--- src/rtl/axi_xbar_1to2.sv ---
// axi_xbar_1to2
//   AXI4 1-to-2 address-decoding crossbar. The single upstream port (s_*) is
//   steered to the external SoC bus (m0_*) or the core-local CLINT (m1_*).
//   Each accepted AR/AW is registered and decoded. The following R, W and B
//   traffic is routed combinationally to the selected slave. The read and
//   write paths are independent and each has one transaction in flight.
//
//   Optional feature macro: XBAR_DECERR_EN
//     defined   - addresses outside both windows get a local DECERR response
//     undefined - every address outside the m1 window goes to m0
//
// Ports
//   clk, rst       clock and synchronous active-high reset
//   s_aw*/s_w*/s_b*/s_ar*/s_r*       upstream AXI4 slave port
//   m0_aw*/m0_w*/m0_b*/m0_ar*/m0_r*  master port toward the external bus
//   m1_aw*/m1_w*/m1_b*/m1_ar*/m1_r*  master port toward the CLINT
module axi_xbar_1to2 #(
  parameter logic [31:0] M0_BASE = 32'h0000_0000,
  parameter logic [31:0] M0_SIZE = 32'h0000_0000,
  parameter logic [31:0] M1_BASE = 32'h0200_0000,
  parameter logic [31:0] M1_SIZE = 32'h0001_0000
) (
  input  logic        clk,
  input  logic        rst,
  // upstream AW / W / B
  input  logic        s_awvalid,
  output logic        s_awready,
  input  logic [31:0] s_awaddr,
  input  logic [3:0]  s_awid,
  input  logic [7:0]  s_awlen,
  input  logic [2:0]  s_awsize,
  input  logic [1:0]  s_awburst,
  input  logic        s_wvalid,
  output logic        s_wready,
  input  logic [31:0] s_wdata,
  input  logic [3:0]  s_wstrb,
  input  logic        s_wlast,
  output logic        s_bvalid,
  input  logic        s_bready,
  output logic [1:0]  s_bresp,
  output logic [3:0]  s_bid,
  // upstream AR / R
  input  logic        s_arvalid,
  output logic        s_arready,
  input  logic [31:0] s_araddr,
  input  logic [3:0]  s_arid,
  input  logic [7:0]  s_arlen,
  input  logic [2:0]  s_arsize,
  input  logic [1:0]  s_arburst,
  output logic        s_rvalid,
  input  logic        s_rready,
  output logic [1:0]  s_rresp,
  output logic [31:0] s_rdata,
  output logic        s_rlast,
  output logic [3:0]  s_rid,
  // m0 master port
  output logic        m0_awvalid,
  input  logic        m0_awready,
  output logic [31:0] m0_awaddr,
  output logic [3:0]  m0_awid,
  output logic [7:0]  m0_awlen,
  output logic [2:0]  m0_awsize,
  output logic [1:0]  m0_awburst,
  output logic        m0_wvalid,
  input  logic        m0_wready,
  output logic [31:0] m0_wdata,
  output logic [3:0]  m0_wstrb,
  output logic        m0_wlast,
  input  logic        m0_bvalid,
  output logic        m0_bready,
  input  logic [1:0]  m0_bresp,
  input  logic [3:0]  m0_bid,
  output logic        m0_arvalid,
  input  logic        m0_arready,
  output logic [31:0] m0_araddr,
  output logic [3:0]  m0_arid,
  output logic [7:0]  m0_arlen,
  output logic [2:0]  m0_arsize,
  output logic [1:0]  m0_arburst,
  input  logic        m0_rvalid,
  output logic        m0_rready,
  input  logic [1:0]  m0_rresp,
  input  logic [31:0] m0_rdata,
  input  logic        m0_rlast,
  input  logic [3:0]  m0_rid,
  // m1 master port
  output logic        m1_awvalid,
  input  logic        m1_awready,
  output logic [31:0] m1_awaddr,
  output logic [3:0]  m1_awid,
  output logic [7:0]  m1_awlen,
  output logic [2:0]  m1_awsize,
  output logic [1:0]  m1_awburst,
  output logic        m1_wvalid,
  input  logic        m1_wready,
  output logic [31:0] m1_wdata,
  output logic [3:0]  m1_wstrb,
  output logic        m1_wlast,
  input  logic        m1_bvalid,
  output logic        m1_bready,
  input  logic [1:0]  m1_bresp,
  input  logic [3:0]  m1_bid,
  output logic        m1_arvalid,
  input  logic        m1_arready,
  output logic [31:0] m1_araddr,
  output logic [3:0]  m1_arid,
  output logic [7:0]  m1_arlen,
  output logic [2:0]  m1_arsize,
  output logic [1:0]  m1_arburst,
  input  logic        m1_rvalid,
  output logic        m1_rready,
  input  logic [1:0]  m1_rresp,
  input  logic [31:0] m1_rdata,
  input  logic        m1_rlast,
  input  logic [3:0]  m1_rid
);

`ifdef XBAR_DECERR_EN
  typedef enum logic [1:0] {T_M0, T_M1, T_ERR} tgt_e;
  typedef enum logic [1:0] {R_IDLE, R_ADDR, R_DATA, R_ERR} rstate_e;
  typedef enum logic [2:0] {W_IDLE, W_ADDR, W_DATA, W_RESP, W_ERR, W_BERR} wstate_e;
`else
  typedef enum logic [1:0] {T_M0, T_M1} tgt_e;
  typedef enum logic [1:0] {R_IDLE, R_ADDR, R_DATA} rstate_e;
  typedef enum logic [2:0] {W_IDLE, W_ADDR, W_DATA, W_RESP} wstate_e;
`endif

  // 33-bit compares so that base+size never wraps past 4 GiB.
  function automatic tgt_e decode(input logic [31:0] addr);
    logic [32:0] a;
    a = {1'b0, addr};
    if (a >= {1'b0, M1_BASE} && a < ({1'b0, M1_BASE} + {1'b0, M1_SIZE}))
      return T_M1;
`ifdef XBAR_DECERR_EN
    if (M0_SIZE == '0 ||
        (a >= {1'b0, M0_BASE} && a < ({1'b0, M0_BASE} + {1'b0, M0_SIZE})))
      return T_M0;
    return T_ERR;
`else
    return T_M0;
`endif
  endfunction

  // ---------------------------------------------------------------- read path
  rstate_e     r_rstate, w_rstate_nxt;
  tgt_e        r_rtgt, w_ar_tgt;
  logic [31:0] r_araddr;
  logic [3:0]  r_arid;
  logic [7:0]  r_arlen;
  logic [2:0]  r_arsize;
  logic [1:0]  r_arburst;
  logic        w_ar_hs;
  logic        w_m_arready, w_m_rvalid, w_m_rlast;
  logic [1:0]  w_m_rresp;
  logic [31:0] w_m_rdata;
  logic [3:0]  w_m_rid;

  assign w_ar_tgt    = decode(s_araddr);
  assign w_ar_hs     = (r_rstate == R_IDLE) && s_arvalid;
  assign w_m_arready = (r_rtgt == T_M1) ? m1_arready : m0_arready;
  assign w_m_rvalid  = (r_rtgt == T_M1) ? m1_rvalid  : m0_rvalid;
  assign w_m_rlast   = (r_rtgt == T_M1) ? m1_rlast   : m0_rlast;
  assign w_m_rresp   = (r_rtgt == T_M1) ? m1_rresp   : m0_rresp;
  assign w_m_rdata   = (r_rtgt == T_M1) ? m1_rdata   : m0_rdata;
  assign w_m_rid     = (r_rtgt == T_M1) ? m1_rid     : m0_rid;

  assign m0_araddr  = r_araddr;
  assign m0_arid    = r_arid;
  assign m0_arlen   = r_arlen;
  assign m0_arsize  = r_arsize;
  assign m0_arburst = r_arburst;
  assign m1_araddr  = r_araddr;
  assign m1_arid    = r_arid;
  assign m1_arlen   = r_arlen;
  assign m1_arsize  = r_arsize;
  assign m1_arburst = r_arburst;

  always_ff @(posedge clk) begin
    if (rst) r_rstate <= R_IDLE;
    else     r_rstate <= w_rstate_nxt;
  end

  always_ff @(posedge clk) begin
    if (rst) begin
      r_araddr  <= '0;
      r_arid    <= '0;
      r_arlen   <= '0;
      r_arsize  <= '0;
      r_arburst <= '0;
      r_rtgt    <= T_M0;
    end else if (w_ar_hs) begin
      r_araddr  <= s_araddr;
      r_arid    <= s_arid;
      r_arlen   <= s_arlen;
      r_arsize  <= s_arsize;
      r_arburst <= s_arburst;
      r_rtgt    <= w_ar_tgt;
    end
  end

`ifdef XBAR_DECERR_EN
  logic [7:0] r_rbeat;
  always_ff @(posedge clk) begin
    if (rst)                                 r_rbeat <= '0;
    else if (w_ar_hs)                        r_rbeat <= '0;
    else if (r_rstate == R_ERR && s_rready)  r_rbeat <= r_rbeat + 8'd1;
  end
`endif

  always_comb begin
    w_rstate_nxt = r_rstate;
    s_arready    = 1'b0;
    s_rvalid     = 1'b0;
    s_rresp      = '0;
    s_rdata      = '0;
    s_rlast      = 1'b0;
    s_rid        = '0;
    m0_arvalid   = 1'b0;
    m1_arvalid   = 1'b0;
    m0_rready    = 1'b0;
    m1_rready    = 1'b0;
    case (r_rstate)
      R_IDLE: begin
        // Held low during reset so ready rises only once rst is released.
        s_arready = !rst;
        if (s_arvalid) begin
`ifdef XBAR_DECERR_EN
          w_rstate_nxt = (w_ar_tgt == T_ERR) ? R_ERR : R_ADDR;
`else
          w_rstate_nxt = R_ADDR;
`endif
        end
      end
      R_ADDR: begin
        if (r_rtgt == T_M1) m1_arvalid = 1'b1;
        else                m0_arvalid = 1'b1;
        if (w_m_arready) w_rstate_nxt = R_DATA;
      end
      R_DATA: begin
        s_rvalid = w_m_rvalid;
        s_rresp  = w_m_rresp;
        s_rdata  = w_m_rdata;
        s_rlast  = w_m_rlast;
        s_rid    = w_m_rid;
        if (r_rtgt == T_M1) m1_rready = s_rready;
        else                m0_rready = s_rready;
        if (w_m_rvalid && s_rready && w_m_rlast) w_rstate_nxt = R_IDLE;
      end
`ifdef XBAR_DECERR_EN
      R_ERR: begin
        s_rvalid = 1'b1;
        s_rresp  = 2'b11;
        s_rid    = r_arid;
        s_rlast  = (r_rbeat == r_arlen);
        if (s_rready && (r_rbeat == r_arlen)) w_rstate_nxt = R_IDLE;
      end
`endif
      default: w_rstate_nxt = R_IDLE;
    endcase
  end

  // --------------------------------------------------------------- write path
  wstate_e     r_wstate, w_wstate_nxt;
  tgt_e        r_wtgt, w_aw_tgt;
  logic [31:0] r_awaddr;
  logic [3:0]  r_awid;
  logic [7:0]  r_awlen;
  logic [2:0]  r_awsize;
  logic [1:0]  r_awburst;
  logic        w_aw_hs;
  logic        w_m_awready, w_m_wready, w_m_bvalid;
  logic [1:0]  w_m_bresp;
  logic [3:0]  w_m_bid;

  assign w_aw_tgt    = decode(s_awaddr);
  assign w_aw_hs     = (r_wstate == W_IDLE) && s_awvalid;
  assign w_m_awready = (r_wtgt == T_M1) ? m1_awready : m0_awready;
  assign w_m_wready  = (r_wtgt == T_M1) ? m1_wready  : m0_wready;
  assign w_m_bvalid  = (r_wtgt == T_M1) ? m1_bvalid  : m0_bvalid;
  assign w_m_bresp   = (r_wtgt == T_M1) ? m1_bresp   : m0_bresp;
  assign w_m_bid     = (r_wtgt == T_M1) ? m1_bid     : m0_bid;

  assign m0_awaddr  = r_awaddr;
  assign m0_awid    = r_awid;
  assign m0_awlen   = r_awlen;
  assign m0_awsize  = r_awsize;
  assign m0_awburst = r_awburst;
  assign m1_awaddr  = r_awaddr;
  assign m1_awid    = r_awid;
  assign m1_awlen   = r_awlen;
  assign m1_awsize  = r_awsize;
  assign m1_awburst = r_awburst;
  assign m0_wdata   = s_wdata;
  assign m0_wstrb   = s_wstrb;
  assign m0_wlast   = s_wlast;
  assign m1_wdata   = s_wdata;
  assign m1_wstrb   = s_wstrb;
  assign m1_wlast   = s_wlast;

  always_ff @(posedge clk) begin
    if (rst) r_wstate <= W_IDLE;
    else     r_wstate <= w_wstate_nxt;
  end

  always_ff @(posedge clk) begin
    if (rst) begin
      r_awaddr  <= '0;
      r_awid    <= '0;
      r_awlen   <= '0;
      r_awsize  <= '0;
      r_awburst <= '0;
      r_wtgt    <= T_M0;
    end else if (w_aw_hs) begin
      r_awaddr  <= s_awaddr;
      r_awid    <= s_awid;
      r_awlen   <= s_awlen;
      r_awsize  <= s_awsize;
      r_awburst <= s_awburst;
      r_wtgt    <= w_aw_tgt;
    end
  end

  always_comb begin
    w_wstate_nxt = r_wstate;
    s_awready    = 1'b0;
    s_wready     = 1'b0;
    s_bvalid     = 1'b0;
    s_bresp      = '0;
    s_bid        = '0;
    m0_awvalid   = 1'b0;
    m1_awvalid   = 1'b0;
    m0_wvalid    = 1'b0;
    m1_wvalid    = 1'b0;
    m0_bready    = 1'b0;
    m1_bready    = 1'b0;
    case (r_wstate)
      W_IDLE: begin
        s_awready = !rst;
        if (s_awvalid) begin
`ifdef XBAR_DECERR_EN
          w_wstate_nxt = (w_aw_tgt == T_ERR) ? W_ERR : W_ADDR;
`else
          w_wstate_nxt = W_ADDR;
`endif
        end
      end
      W_ADDR: begin
        if (r_wtgt == T_M1) m1_awvalid = 1'b1;
        else                m0_awvalid = 1'b1;
        if (w_m_awready) w_wstate_nxt = W_DATA;
      end
      W_DATA: begin
        s_wready = w_m_wready;
        if (r_wtgt == T_M1) m1_wvalid = s_wvalid;
        else                m0_wvalid = s_wvalid;
        if (s_wvalid && w_m_wready && s_wlast) w_wstate_nxt = W_RESP;
      end
      W_RESP: begin
        s_bvalid = w_m_bvalid;
        s_bresp  = w_m_bresp;
        s_bid    = w_m_bid;
        if (r_wtgt == T_M1) m1_bready = s_bready;
        else                m0_bready = s_bready;
        if (w_m_bvalid && s_bready) w_wstate_nxt = W_IDLE;
      end
`ifdef XBAR_DECERR_EN
      W_ERR: begin
        s_wready = 1'b1;
        if (s_wvalid && s_wlast) w_wstate_nxt = W_BERR;
      end
      W_BERR: begin
        s_bvalid = 1'b1;
        s_bresp  = 2'b11;
        s_bid    = r_awid;
        if (s_bready) w_wstate_nxt = W_IDLE;
      end
`endif
      default: w_wstate_nxt = W_IDLE;
    endcase
  end

endmodule

--- config.mk ---
export PLATFORM = sky130hd
export DESIGN_NAME = axi_xbar_1to2
export DESIGN_NICKNAME = d
export VERILOG_FILES = /design/src/rtl/axi_xbar_1to2.sv
export SDC_FILE = /design/constraint.sdc
export NUM_CORES = 1
export LEC_CHECK = 0
export ABC_AREA = 1
export BUFFER_PORTS_ARGS = -buffer_cell sky130_fd_sc_hd__clkbuf_2
export CORE_AREA = 2 2 225 227
export CTS_CLUSTER_DIAMETER = 150
export DETAILED_ROUTE_END_ITERATION = 6
export DIE_AREA = 0 0 227 229
export HOLD_SLACK_MARGIN = 0.1
export PLACE_DENSITY = 0.32
export SLEW_MARGIN = 40
export SYNTH_ARGS = -nofsm -noshare
export SYNTH_HDL_FRONTEND = slang
export SYNTH_SLANG_ARGS = --single-unit
--- constraint.sdc ---
create_clock -name clk -period 2 [get_ports clk]
set_clock_uncertainty 0.1 [all_clocks]
set_input_delay 0.3 -clock clk [delete_from_list [all_inputs] [get_ports clk]]
set_output_delay 0.3 -clock clk [all_outputs]
set_load 0.005 [all_outputs]
# Yosys cells after proc, flatten, opt, wreduce, memory -nomap -nowiden
# Cells that the tools add are included.
dict set report totals {
  ff_bits 107
  output_inout_bits 330
}
dict set report op_classes {
  n_lt_le_gt_ge 4
  n_reduce_logical 14
  eq_ne 14
  mux 57
}
# op n
set op_table {}
lappend op_table {{32-bit by 26-bit greater-or-equal comparator with 1-bit output (second input constant)} 2}
lappend op_table {{32-bit by 26-bit less-than comparator with 1-bit output (second input constant)} 2}
lappend op_table {{32-bit two-way mux} 2}
lappend op_table {{1-bit two-way mux} 34}
lappend op_table {{2-bit two-way mux} 11}
lappend op_table {{4-bit two-way mux} 4}
lappend op_table {{2-bit != test (second input constant)} 7}
lappend op_table {{3-bit two-way mux} 4}
lappend op_table {{3-bit case mux with 4 select lines} 1}
lappend op_table {{1-bit logical AND} 9}
lappend op_table {{2-bit by 1-bit == test with 1-bit output (second input constant)} 3}
lappend op_table {{3-bit by 2-bit == test with 1-bit output (second input constant)} 2}
lappend op_table {{2-bit case mux with 3 select lines} 1}
lappend op_table {{4-bit AND reduction} 1}
lappend op_table {{3-bit by 1-bit == test with 1-bit output (second input constant)} 1}
lappend op_table {{3-bit zero test} 1}
lappend op_table {{3-bit AND reduction} 1}
lappend op_table {{2-bit == test (second input constant)} 1}
lappend op_table {{2-bit zero test} 1}
lappend op_table {{1-bit zero test} 1}

# Longest topological paths before layout
dict set report depth {
  depth_word 6
  ltp_mapped 9
}

# Worst setup path after synthesis
# Ideal clock, no wire load.
dict set report synth_path {
  path_type {flip-flop to flip-flop}
  from {register r_wstate[0]}
  to {register r_awaddr[11], in the netlist m0_awaddr[11]}
  synth_period_minus_slack_ns 1.481
  setup_slack_ns 0.519
  path_stages_with_launch 8
  required_ns 1.836
  arrival_ns 1.317
  setup_ns 0.064
  cell_sequence {dfxtp_1 > inv_1 > ha_1 > nand2_1 > clkbuf_2 > clkbuf_1 > o21ai_0 > nor2_1}
}
dict set report synth_between {
  elab_chain_cells 2
}
# element line
set synth_rtl {}
lappend synth_rtl {{start: declaration} 263} ;# wstate_e r_wstate, w_wstate_nxt;
lappend synth_rtl {{start signal: assignment} 302} ;# else r_wstate <= w_wstate_nxt;
lappend synth_rtl {{3-bit zero test} 276} ;# assign w_aw_hs = (r_wstate == W_IDLE) && s_awvalid;
lappend synth_rtl {{1-bit logical AND} 276}
lappend synth_rtl {{end signal: assignment} 314} ;# r_awaddr <= s_awaddr;
lappend synth_rtl {{end: declaration} 265} ;# logic [31:0] r_awaddr;
# No other way between the ends.
# A chain may end at the register's enable or synchronous reset.

# Final worst setup path
dict set report layout_path {
  from {register r_rstate[0]}
  to {output s_rdata[4]}
}
dict set report layout_between {
  elab_chain_cells 2
}
# element line
set layout_rtl {}
lappend layout_rtl {{start: declaration} 145} ;# rstate_e r_rstate, w_rstate_nxt;
lappend layout_rtl {{start signal: assignment} 180} ;# else r_rstate <= w_rstate_nxt;
lappend layout_rtl {{2-bit == test} 222} ;# case (r_rstate)
lappend layout_rtl {{32-bit two-way mux} 222}
lappend layout_rtl {{end: declaration} 53} ;# output logic [31:0] s_rdata,
# No other way between the ends.

==> flow_metrics.tcl <==
set metrics [dict create \
    wl_met3_um 1890 \
    clock_path_buffers 2 \
    die_w_um 227 \
    grt_overflow 0 \
    power.density_nw_per_um2 777 \
    highest_layer "met4" \
    nNetsFinal 1481 \
    clk_pin_slew_ns 0.08 \
    insertion_delay_ns 0.39 \
    status "finished, final reports clean" \
    peakVddDrop_uv 416 \
    syn_to_final_growth_pct 55.8 \
    io_pins 572 \
    wl_um 30100 \
    max_slew.worst_pin.slew_ns 0.464 \
    final-hold-violation-count 0 \
    cts-root-buf "clkbuf_16" \
    synth-xor-area-share 0 \
    p_leak_uw 0.00458 \
    maxCapViolations 0 \
    synthAdderAreaFrac 0.00851 \
    syn_nets 1111 \
    wl_met2_um 15800 \
    yosys-mux-area-fraction 0 \
    syn_inst 865 \
    die_area_um2 52000 \
    p_total_uw 7120 \
    gp_congestion 0.825 \
    syn_area_um2 5880 \
    antenna_cells 0 \
    port_buffers 463 \
    placementRows 82 \
    track_usage 0.112 \
    fin_crit_ns 1.93 \
    initial_core_util 0.118 \
    grt_pass1_vias 6491 \
    drive_gt1_frac 0.432 \
    grt_max_degree 46 \
    ys_types 24 \
    synth-seq-cells 104 \
    timing.fmax_mhz 517 \
    yosysSeqAreaShare 0.354 \
    hpwlAfterDp_um 24600 \
    avgSynthCellArea_um2 6.80 \
    core-area_um2 49700 \
    worst_setup_path_start_kind "register" \
    path_class "register to primary output" \
    drtIter0Drc 265 \
    rsz0062_at_grt "no" \
    numCtsBuffers 9 \
    via_per_inst 3.44 \
    setup_violations 0 \
    synth-compound-area-share 0.130 \
    min_path_type "input port to register" \
    wl_met1_um 10800 \
    cts_tree "yes" \
    arrival_ns 1.53 \
    critPathCaptureType "primary output" \
    drv_slew 0 \
    yosys.area_share.simple 0.237 \
    dr.pass1.iters 4 \
    route.detailed.drc 0 \
    r2r_slack_ns 0.23 \
    die_h_um 229 \
    period_share 0.966 \
    cp.required_ns 1.60 \
    via_count 6584 \
    synth_top_family_by_area "buffers and inverters" \
    hold_ws_ns 0.133 \
    drt.antenna.violating_nets 0 \
    cp_max_fo 11 \
    clkSinkCount 104 \
    wire_per_inst_um 15.8 \
    synth_warnings 0 \
    grt_pass1_wl_um 41800 \
    nFillCells 5792 \
    antenna_found_initial 0 \
    cts_max_level 3 \
    slew_headroom 0.690 \
]
-- state kept, by name (all words and copies together) (netlist names), 3 cells and up --
name	count
m0_arsize	3
m0_awaddr	32
m0_awlen	8
m0_awid	4
m0_arid	4
m0_awsize	3
m0_arlen	8
m0_araddr	32
-- metal layers --
| layer | vias up | global-route usage |
|---|---|---|
| li1 | 3286 | - |
| met1 | 2896 | 0.108 |
| met2 | 364 | 0.211 |
| met3 | 38 | 0.0277 |
| met4 | 0 | 0.0701 |
| met5 | - | 0 |
-- critical path, cell delays in order (launching register included) --
cell	delay [ns]
dfxtp_1	0.37
nor2_4	0.16
bufinv_16	0.23
a21oi_4	0.22
clkbuf_2	0.16
-- logic make-up (layout without fill, tap and decap cells) --
group / Yosys count / count (layout)
buffers and inverters: 246 / 621
AND/OR/NAND/NOR: 358 / 358
AO/OA/AOI/OAI: 153 / 153
flip-flops: 104 / 104
adder cells (fa/ha/maj): 4 / 4
-- cell usage after synthesis, drive strengths merged --
cell | instances | share of area
dfxtp | 104 | 0.35
a21oi | 56 | 0.048
nor3 | 7 | 0.0060
nand2 | 123 | 0.079
nand3 | 8 | 0.0077
ha | 4 | 0.0085
clkinv | 2 | 0.0013
nor2 | 216 | 0.14
nand3b | 2 | 0.0026
inv | 26 | 0.017
o21ai | 97 | 0.082
clkbuf | 31 | 0.020
nand4 | 2 | 0.0021
buf | 187 | 0.23
-- timing repair --
action / CTS / global route
gates cloned: 2 / 0
endpoints found under the hold margin: 90 / 0
setup endpoints to repair: 51 / 14
hold buffers: 90 / 0
pin swaps: 1 / 1
setup buffers: 4 / 0
resized for setup: 33 / 7
-- area by class of cell --
type,count,area (um2),share of cell area
flip-flops and latches,104,2090,0.228
repair inverters,2,17.5,0.00191
clock buffers,9,225,0.0246
multi-input cells,515,2350,0.256
clock inverters,7,63.8,0.00696
inverters,28,135,0.0147
well taps,672,841,0.0917
repair buffers,575,3450,0.376
-- stage by stage --
| stage | util | std cells | setup slack [ns] | cell area, um2 | TNS [ns] |
|---|---|---|---|---|---|
| 2_1_floorplan | - | 865 | 0.519 | 5880 | 0 |
| 3_3_place_gp | 0.156 | 1800 | -0.0562 | 7750 | -0.143 |
| 3_5_place_dp | 0.156 | 1800 | -0.0496 | 7750 | -0.125 |
| 4_1_cts | 0.184 | 1912 | 0.00965 | 9140 | 0 |
| 5_1_grt | 0.185 | 1912 | 0.00206 | 9170 | 0 |
| 6_report | 0.185 | 1912 | 0.0670 | 9170 | 0 |
-- where the power goes --
group          switching, uW  total, uW  internal, uW
clock network            956       1830           870
registers                372       2830          2460
logic                   1280       2460          1180
-- placed cells by master (no fill, tap or decap), drive strengths merged --
cell,n
nand2,123
inv,30
nor3,7
clkinvlp,1
dlygate4sd3,90
buf,22
nand4,2
ha,4
nand3,8
o21ai,97
clkinv,5
bufinv,1
nand3b,2
dfxtp,104
clkbuf,472
nor2,216
a21oi,56
-- worst paths after layout --
| kind | startpoint | end | cells after the start |
|---|---|---|---|
| worst max-delay path | r_rstate[0] | s_rdata[4] | 4 |
| worst min-delay path | s_awaddr[7] | m0_awaddr[7] | 3 |
| worst max register to register | r_wstate[1] | m0_awaddr[24] | 7 |
| worst min register to register | r_wstate[0] | r_wstate[0] | 2 |
(Power assumes the default switching activity.)
